`config.mk`:
```
export PLATFORM = sky130hd
export DESIGN_NAME = fetch_stage_flat
export DESIGN_NICKNAME = d
export VERILOG_FILES = /design/src/rtl/fetch_stage_pkg.sv /design/src/rtl/fetch_stage_if.sv /design/src/rtl/fetch_stage_fifo.sv /design/src/rtl/fetch_stage.sv /design/src/flat_wrapper.sv
export SDC_FILE = /design/constraint.sdc
export NUM_CORES = 1
export LEC_CHECK = 0
export CORE_MARGIN = 3
export CORE_UTILIZATION = 51
export CTS_CLUSTER_DIAMETER = 200
export DETAILED_ROUTE_END_ITERATION = 6
export HOLD_SLACK_MARGIN = 0.08
export PLACE_DENSITY = 0.8
export SLEW_MARGIN = 20
export SYNTH_ARGS = -nofsm -noshare
export SYNTH_HDL_FRONTEND = slang
export SYNTH_HIERARCHICAL = 1
export SYNTH_SLANG_ARGS = --single-unit
```
`constraint.sdc`:
```
create_clock -name clk_i -period 7.5 [get_ports clk_i]
set_input_delay 0.75 -clock clk_i [delete_from_list [all_inputs] [get_ports clk_i]]
set_output_delay 0.75 -clock clk_i [all_outputs]
set_load 0.02 [all_outputs]
```
`src/rtl/fetch_stage_pkg.sv`:
```
`default_nettype none
// ============================================================================
// fetch_stage_pkg - shared types and defaults for the instruction fetch stage
// Rev 1.0
// ============================================================================
package fetch_stage_pkg;

    typedef logic [31:0] instruction_t;

    typedef struct packed {
        logic [31:0]  pc;
        instruction_t instr;
    } fetch_entry_t;

    localparam logic [31:0] RESET_PC_DEFAULT   = 32'h0001_0000;
    localparam int unsigned FIFO_DEPTH_DEFAULT = 2;

    function automatic logic [31:0] word_align(input logic [31:0] addr);
        return addr & ~32'd3;
    endfunction

endpackage
`default_nettype wire

```
`src/rtl/fetch_stage_if.sv`:
```
`default_nettype none
// ============================================================================
// fetch_stage_if - icache request/response, redirect and decode handshake bundle
// Rev 1.0
// ============================================================================
interface fetch_stage_if;
    import fetch_stage_pkg::*;

    logic         icache_req_valid_o;
    logic [31:0]  icache_req_addr_o;
    logic         icache_req_ready_i;
    logic         icache_rsp_valid_i;
    logic [31:0]  icache_rsp_data_i;
    logic         redirect_i;
    logic [31:0]  redirect_pc_i;
    logic         instr_valid_o;
    logic         instr_ready_i;
    instruction_t instr_o;
    logic [31:0]  pc_o;

    modport master (
        output icache_req_valid_o, icache_req_addr_o,
        input  icache_req_ready_i, icache_rsp_valid_i, icache_rsp_data_i,
        input  redirect_i, redirect_pc_i,
        output instr_valid_o, instr_o, pc_o,
        input  instr_ready_i
    );

    modport slave (
        input  icache_req_valid_o, icache_req_addr_o,
        output icache_req_ready_i, icache_rsp_valid_i, icache_rsp_data_i,
        output redirect_i, redirect_pc_i,
        input  instr_valid_o, instr_o, pc_o,
        output instr_ready_i
    );

endinterface
`default_nettype wire

```
`src/rtl/fetch_stage_fifo.sv`:
```
`default_nettype none
// ============================================================================
// fetch_fifo - synchronous FIFO of fetch entries with flush; push+pop when full is legal
// Rev 1.0
// ============================================================================
module fetch_fifo
    import fetch_stage_pkg::*;
#(
    parameter int unsigned DEPTH = 2,
    parameter int unsigned CW    = $clog2(DEPTH) + 1
) (
    input  wire logic          clk_i,
    input  wire logic          reset_ni,
    input  wire logic          push_i,
    input  wire fetch_entry_t  entry_i,
    input  wire logic          pop_i,
    input  wire logic          flush_i,
    output fetch_entry_t       entry_o,
    output logic [CW-1:0]      count_o,
    output logic               full_o,
    output logic               empty_o
);

    localparam int unsigned AW = $clog2(DEPTH);

    fetch_entry_t  mem_q [DEPTH];
    logic [AW-1:0] wr_ptr_q, wr_ptr_d;
    logic [AW-1:0] rd_ptr_q, rd_ptr_d;
    logic [CW-1:0] count_q,  count_d;
    logic          do_push;
    logic          do_pop;

    assign full_o  = (count_q == CW'(DEPTH));
    assign empty_o = (count_q == '0);
    assign count_o = count_q;
    assign entry_o = mem_q[rd_ptr_q];

    // A full FIFO still accepts a push when the head leaves in the same cycle.
    assign do_pop  = pop_i && !empty_o;
    assign do_push = push_i && (!full_o || do_pop);

    always_comb begin
        wr_ptr_d = wr_ptr_q;
        rd_ptr_d = rd_ptr_q;
        count_d  = count_q;
        if (flush_i) begin
            wr_ptr_d = '0;
            rd_ptr_d = '0;
            count_d  = '0;
        end else begin
            if (do_push) wr_ptr_d = wr_ptr_q + AW'(1);
            if (do_pop)  rd_ptr_d = rd_ptr_q + AW'(1);
            count_d = count_q + CW'(do_push) - CW'(do_pop);
        end
    end

    always_ff @(posedge clk_i) begin
        if (!reset_ni) begin
            wr_ptr_q <= '0;
            rd_ptr_q <= '0;
            count_q  <= '0;
        end else begin
            wr_ptr_q <= wr_ptr_d;
            rd_ptr_q <= rd_ptr_d;
            count_q  <= count_d;
        end
    end

    always_ff @(posedge clk_i) begin
        if (reset_ni && do_push && !flush_i) begin
            mem_q[wr_ptr_q] <= entry_i;
        end
    end

endmodule
`default_nettype wire

```
`src/rtl/fetch_stage.sv`:
```
`default_nettype none
// ============================================================================
// fetch_stage - owns the PC, issues in-order icache requests, buffers results for decode
// Rev 1.0
// ============================================================================
module fetch_stage
    import fetch_stage_pkg::*;
#(
    parameter logic [31:0] RESET_PC   = RESET_PC_DEFAULT,
    parameter int unsigned FIFO_DEPTH = FIFO_DEPTH_DEFAULT
) (
    input  wire logic clk_i,
    input  wire logic reset_ni,
    fetch_stage_if.master bus
);

    localparam int unsigned CW  = $clog2(FIFO_DEPTH) + 1;
    localparam int unsigned CW1 = CW + 1;

    logic [31:0]   pc_q,    pc_d;
    logic [CW-1:0] outst_q, outst_d;
    logic [CW-1:0] drop_q,  drop_d;

    logic [CW-1:0] fifo_count;
    logic          fifo_full;
    logic          fifo_empty;
    fetch_entry_t  head_entry;
    fetch_entry_t  push_entry;

    logic [CW1-1:0] credits_used;
    logic           req_valid;
    logic           req_fire;
    logic           rsp;
    logic           rsp_drop;
    logic [31:0]    rsp_pc;
    logic           push;
    logic           pop;

    // Outstanding requests plus buffered entries never exceed the FIFO size,
    // so every non-dropped response is guaranteed a slot.
    assign credits_used = {1'b0, outst_q} + {1'b0, fifo_count};
    assign req_valid    = !bus.redirect_i && (credits_used < CW1'(FIFO_DEPTH));
    assign req_fire     = req_valid && bus.icache_req_ready_i;

    assign rsp      = bus.icache_rsp_valid_i;
    assign rsp_drop = rsp && (drop_q != '0);

    // With no wrong-path responses pending, in-flight requests are the
    // contiguous words just below pc_q; the oldest is the one returning.
    assign rsp_pc     = pc_q - (32'(outst_q) << 2);
    assign push_entry = '{pc: rsp_pc, instr: bus.icache_rsp_data_i};
    assign push       = rsp && !rsp_drop && !bus.redirect_i;
    assign pop        = !fifo_empty && bus.instr_ready_i && !bus.redirect_i;

    always_comb begin
        pc_d    = pc_q;
        outst_d = outst_q + CW'(req_fire) - CW'(rsp);
        drop_d  = drop_q;
        if (bus.redirect_i) begin
            pc_d   = word_align(bus.redirect_pc_i);
            drop_d = outst_d;
        end else begin
            if (req_fire) pc_d   = pc_q + 32'd4;
            if (rsp_drop) drop_d = drop_q - CW'(1);
        end
    end

    always_ff @(posedge clk_i) begin
        if (!reset_ni) begin
            pc_q    <= RESET_PC;
            outst_q <= '0;
            drop_q  <= '0;
        end else begin
            pc_q    <= pc_d;
            outst_q <= outst_d;
            drop_q  <= drop_d;
        end
    end

    fetch_fifo #(
        .DEPTH (FIFO_DEPTH),
        .CW    (CW)
    ) u_fifo (
        .clk_i    (clk_i),
        .reset_ni (reset_ni),
        .push_i   (push),
        .entry_i  (push_entry),
        .pop_i    (pop),
        .flush_i  (bus.redirect_i),
        .entry_o  (head_entry),
        .count_o  (fifo_count),
        .full_o   (fifo_full),
        .empty_o  (fifo_empty)
    );

    assign bus.icache_req_valid_o = req_valid;
    assign bus.icache_req_addr_o  = pc_q;
    assign bus.instr_valid_o      = !fifo_empty;
    assign bus.instr_o            = head_entry.instr;
    assign bus.pc_o               = head_entry.pc;

    always_ff @(posedge clk_i) begin
        if (reset_ni) begin
            assert (drop_q <= outst_q);
            assert (!(rsp && (outst_q == '0)));
            assert (!(push && fifo_full && !pop));
        end
    end

endmodule
`default_nettype wire

```
`src/flat_wrapper.sv`:
```
// flat-port wrapper written by rule: the top's interface ports become plain ports
module fetch_stage_flat import fetch_stage_pkg::*;
#(
    parameter logic [31:0] RESET_PC   = RESET_PC_DEFAULT,
    parameter int unsigned FIFO_DEPTH = FIFO_DEPTH_DEFAULT
)
  (clk_i, reset_ni, bus_icache_req_valid_o, bus_icache_req_addr_o, bus_icache_req_ready_i, bus_icache_rsp_valid_i, bus_icache_rsp_data_i, bus_redirect_i, bus_redirect_pc_i, bus_instr_valid_o, bus_instr_o, bus_pc_o, bus_instr_ready_i);
  fetch_stage_if bus_i ();
  input  wire logic clk_i;
  input  wire logic reset_ni;
  output wire logic [$bits(bus_i.icache_req_valid_o)-1:0] bus_icache_req_valid_o;
  output wire logic [$bits(bus_i.icache_req_addr_o)-1:0] bus_icache_req_addr_o;
  input wire logic [$bits(bus_i.icache_req_ready_i)-1:0] bus_icache_req_ready_i;
  input wire logic [$bits(bus_i.icache_rsp_valid_i)-1:0] bus_icache_rsp_valid_i;
  input wire logic [$bits(bus_i.icache_rsp_data_i)-1:0] bus_icache_rsp_data_i;
  input wire logic [$bits(bus_i.redirect_i)-1:0] bus_redirect_i;
  input wire logic [$bits(bus_i.redirect_pc_i)-1:0] bus_redirect_pc_i;
  output wire logic [$bits(bus_i.instr_valid_o)-1:0] bus_instr_valid_o;
  output wire logic [$bits(bus_i.instr_o)-1:0] bus_instr_o;
  output wire logic [$bits(bus_i.pc_o)-1:0] bus_pc_o;
  input wire logic [$bits(bus_i.instr_ready_i)-1:0] bus_instr_ready_i;
  assign bus_icache_req_valid_o = bus_i.icache_req_valid_o;
  assign bus_icache_req_addr_o = bus_i.icache_req_addr_o;
  assign bus_i.icache_req_ready_i = bus_icache_req_ready_i;
  assign bus_i.icache_rsp_valid_i = bus_icache_rsp_valid_i;
  assign bus_i.icache_rsp_data_i = bus_icache_rsp_data_i;
  assign bus_i.redirect_i = bus_redirect_i;
  assign bus_i.redirect_pc_i = bus_redirect_pc_i;
  assign bus_instr_valid_o = bus_i.instr_valid_o;
  assign bus_instr_o = bus_i.instr_o;
  assign bus_pc_o = bus_i.pc_o;
  assign bus_i.instr_ready_i = bus_instr_ready_i;
  fetch_stage #(.RESET_PC(RESET_PC), .FIFO_DEPTH(FIFO_DEPTH)) u_core (.clk_i(clk_i), .reset_ni(reset_ni), .bus(bus_i));
endmodule
```
After elaboration in Yosys (flattened, before gate mapping)

Memory sizes are Yosys's and may differ from the RTL's. A register that Yosys moved wholly into a read port is not among the register bits.
Cells that the tools add are included.

$add $sub $neg: 10
Order comparisons: 1
Eq/ne operators: 1
Muxes and demuxes: 8
Bitwise operators: 1
Reductions and logical operators: 21

Operators with widths:

| operator                | count |
|---|---|
| $mux W32                | 2 |
| $add A32 B3 Y32 const B | 1 |
| $sub A32 B4 Y32         | 1 |
| $logic_and A1 B1 Y1     | 11 |
| $reduce_bool A2 Y1      | 3 |
| $add A2 B1 Y2           | 2 |
| $logic_not A1 Y1        | 4 |
| $mux W1                 | 4 |
| $mux W2                 | 2 |
| $sub A2 B1 Y2           | 2 |
| $add A2 B2 Y3           | 1 |
| $lt A3 B2 Y1 const B    | 1 |
| $add A1 B1 Y1 const B   | 2 |
| $eq A2 B2 Y1 const B    | 1 |
| $logic_not A2 Y1        | 1 |
| $reduce_or A2 Y1        | 1 |
| $sub A2 B1 Y2 const B   | 1 |
| $logic_or A1 B1 Y1      | 1 |
| $not A1 Y1              | 1 |

Register bits after elaboration: 40
RAM bits: 128
Input port bits: 70
Output and inout bits: 98
Word-level logic and storage cells: 50
Memories: 1

Memory list:

| name                | depth | width | rd ports | clocked after memory_dff | write ports | RTL line               | text |
|---|---|---|---|---|---|---|---|
| u_core.u_fifo.mem_q | 2     | 64    | 1        | 1                        | 1           | fetch_stage_fifo.sv:26 | `fetch_entry_t mem_q [DEPTH];` |

Longest topological paths before layout

Depth after elaboration: 11
Gate-level depth with buffers: 12
Gate-level depth less buffers: 10

Modules after synthesis

The synthesis kept the hierarchy.

By module, submodules not included:

| module      | instances | cells each | area an instance (um^2) | sequential area each (um^2) |
|---|---|---|---|---|
| fetch_fifo  | 1         | 231        | 4852.2                  | 3943.8 |
| fetch_stage | 1         | 375        | 2830.2                  | 680.7 |

Worst setup path after synthesis

OpenSTA, ideal clock, no wires.

Path type: in2reg
Start point: input bus_redirect_i
End point: memory u_core/u_fifo/mem_q[1][0] in the netlist's numbering (enable)
Setup time: 565 ps
Arrival time: 6335 ps
Data required time: 6935 ps
Setup slack: 601 ps
Cell stages on the path: 7
Buffers on the path: 3
Path through: clkbuf_1 inv_1 clkbuf_1 clkbuf_1 and3_1 o21ai_1 nor3_1

Elaborated cells on any way between the ends: 10
Classes of those cells: 2 x mux; 8 x reduce/logical

RTL lines:

| element                          | RTL line               | text |
|---|---|---|
| start: declaration               | flat_wrapper.sv:16     | `input wire logic [$bits(bus_i.redirect_i)-1:0] bus_redirect_i;` |
| $logic_not A1 Y1                 | fetch_stage.sv:52      | `assign push = rsp && !rsp_drop && !bus.redirect_i;` |
| $logic_and A1 B1 Y1              | fetch_stage.sv:52      |  |
| net u_core.push                  | fetch_stage.sv:36      | `logic push;` |
| $logic_and A1 B1 Y1              | fetch_stage_fifo.sv:40 | `assign do_push = push_i && (!full_o \|\| do_pop);` |
| $logic_and A1 B1 Y1 (2 in a row) | fetch_stage_fifo.sv:70 | `if (reset_ni && do_push && !flush_i) begin` |
| $mux W1                          | fetch_stage_fifo.sv:70 |  |
| $mux W1 (not written as such)    | fetch_stage_fifo.sv:71 | `mem_q[wr_ptr_q] <= entry_i;` |
| end: declaration                 | fetch_stage_fifo.sv:26 |  |

The timed path passes the listed nets, and every way through them passes these cells.

==> out/qor.csv <==
stage,metric,value,unit
clock_network,cts_root_buffer,clkbuf_16,
layout,finalNonFillerCells,943,
floorplanning,number_of_top_level_pins,168,
placement,io_buffer_count,163,
clock_network,clk_path_buf_depth,2,
worst_setup_path,reg2reg_slack,4.46,ns
status,outcome,"finished, final reports clean",
logic_synthesis,synth_cells,605,
clock_network,cts_tree,yes,
timing,tns,0,ns
worst_setup_path,worstPathRequired,6.75,ns
clock_network,clock-sinks,167,
timing,report.final.slew_viol_count,0,
clock_network,post_cts.repair.setup_buffers,0,
timing,period_share,45.7,%
min_path,hold_path.startpoint,u_core/u_fifo/wr_ptr_q,
detailed_routing,post-route-drc-count,0,
worst_setup_path,critical_path.reg2reg.startpoint,u_core/u_fifo/count_o[0],
layout,post-route-cell-area,10000,um^2
detailed_routing,antenna_left,0,
global_routing,overflow_left_after_global_routing,0,
worst_setup_path,cp-end-kind,output port,
logic_synthesis,synth_area_per_cell,12.7,um^2
power,design_power_total,2.20,mW
timing,grt_setup_unrepaired,no,
worst_setup_path,setup.worst_path.class,register to output port,
worst_setup_path,max_stage_delay_on_crit_path,0.68,ns
global_routing,grt_pass1_vias,5488,
timing,min_cycle_time_layout,3.43,ns
floorplanning,dieArea,16600,um^2
worst_setup_path,r2r_end,u_core/drop_q[1],
global_routing,grt_first_pass_wirelength,27.6,mm
detailed_routing,drt_wl_total,17.7,mm
min_path,hold_end,u_core/u_fifo/wr_ptr_q,
timing,hold_slack,0.503,ns
clock_network,clock_slew_seen_by_the_registers_of_the_worst_setup_and_hold_paths,0.06,ns
worst_setup_path,timing.critical_path.cells,buf_4 > mux2_1 > clkdlybuf4s50_1,
run,max_cap_violations,0,
power,leakagePower,3.43,nW
clock_network,clk_latency,0.43,ns
clock_network,cts-htree-levels,4,
timing,maxSlewHeadroom,41.9,%
logic_synthesis,synth_area,7680,um^2
layout,layout.core_utilization,68.3,%
worst_setup_path,critPathArrivalTime,2.68,ns
timing,timing.final.setup_violations,0,
layout,antenna_cells_inserted,0,
floorplanning,height_of_the_chip,129,um
min_path,whs_path_depth,2,
detailed_routing,post_drt_via_cell_ratio,5.81,
floorplanning,fp-row-count,44,
global_routing,grtUsageTotal,21.2,%
timing,timing.fmax,291,MHz
min_path,hold_path.class,register to register,
worst_setup_path,worstPathMaxFanout,42,
logic_synthesis,yosys_warnings,6,
floorplanning,dieWidth,129,um
placement,place_area,9410,um^2
clock_network,numCtsBuffers,17,
power,worst_supply_voltage_drop_on_vdd,0.175,mV
layout,flow.area_growth_from_synthesis,30.2,%
placement,detail_placement_hpwl,11.8,mm
worst_setup_path,r2r_cells,10,
worst_setup_path,crit_buf_inv,2,
layout,final_nets,825,
global_routing,largest_net_degree_at_the_start_of_global_routing,65,
detailed_routing,drt_pre_antenna_iters,5,
placement,placedCellCount,911,
worst_setup_path,timing.critical_path.slowest_stage_cell,dfxtp_2,
timing,timing.final.hold_violations,0,
timing,max_slew.worst_pin.slew,0.871,ns
clock_network,holdBufCountCts,0,
power,power_density_of_the_placed_cells,220,nW/um^2
floorplanning,initial_core_util,52.4,%
worst_setup_path,cpLargestDelayFamily,buffers and inverters,
detailed_routing,dr_total_vias,5477,
detailed_routing,dr.first_iter.drc_count,444,
global_routing,number_of_antenna_violations_at_the_first_check_in_global_routing,0,
worst_setup_path,timing.critical_path.from_type,register,
timing,final.setup.worst_slack,4.07,ns
detailed_routing,avgRoutedWirePerCell,18.7,um
placement,gp_congestion,0.868,
clock_network,cts_repair_resize_count,0,
placement,placement.setup.worst_slack,4.01,ns
timing,clock_skew,0.0134,ns
floorplanning,core,14600,um^2
layout,layout-drive-gt1-share,6.59,%
## sequential cells by signal (all words and copies together), names as in the netlist, named ones only
name and flops:
u_core/u_fifo/rd_ptr_q 1, u_core/u_fifo/count_o 2, u_core/u_fifo/wr_ptr_q 1, u_core/u_fifo/mem_q 128, u_core/bus.icache_req_addr_o 30, u_core/outst_q 2
u_core/drop_q 2
## cells in the final DEF, fill, tap and decap left out, types with 6 or more instances in the layout
cell type / count
nand2_1: 17
conb_1: 6
o21ai_0: 19
dfxtp_1: 38
mux2_1: 64
or3_1: 9
nor2_1: 29
nor3_1: 22
nor4_1: 11
buf_4: 7
nand4_1: 12
ha_1: 7
edfxtp_1: 128
or4_1: 10
xnor2_1: 14
xor2_1: 28
inv_1: 15
clkbuf_16: 17
a31oi_1: 6
clkdlybuf4s50_1: 163
o211ai_1: 13
nand3_1: 20
a21oi_1: 11
## final cells by class
cell class / instances / area [um^2]
inverters: 16 / 60.1
repair buffers: 171 / 1700
flip-flops and latches: 167 / 4630
clock buffers: 21 / 450
clock inverters: 11 / 131
multi-input cells: 373 / 2800
well taps: 184 / 230
fillers: 1051 / 4640
## worst max-delay path by stage
stage                        start                   endpoint  slack [ns]  depth (start not counted)
detailed placement  bus_redirect_i  u_core/u_fifo/mem_q[0][7]        4.01                          8
finish                    register               bus_pc_o[21]        4.07                          3
CTS                       register               bus_pc_o[21]        4.00                          3
floorplan           bus_redirect_i  u_core/u_fifo/mem_q[1][0]        0.60                          7
global placement    bus_redirect_i  u_core/u_fifo/mem_q[0][7]        3.74                          7
global route              register               bus_pc_o[15]        3.91                          3
## layer usage
layer	track usage [%]	part of all wire, %	up-vias
met4	8.65	2.1	0
li1	-	-	2552
met1	28.0	43	2635
met3	4.90	7.5	32
met2	34.1	48	258
met5	0	0	-
## worst register-to-register path, stage by stage, from the launching register on
cell	delay, ns
dfxtp_1	0.42
and2_1	0.17
fa_1	0.47
or4b_2	0.80
ha_1	0.33
inv_1	0.04
ha_1	0.18
xnor2_1	0.18
xnor2_1	0.17
nand3_1	0.11
o31ai_1	0.09
## power breakdown
group	leakage, nW	switching (mW)	internal, mW
clock network	0.279	0.330	0.527
registers	1.49	0.0383	1.03
logic	1.67	0.142	0.127
total	3.43	0.511	1.69
(Power assumes the default switching activity.)
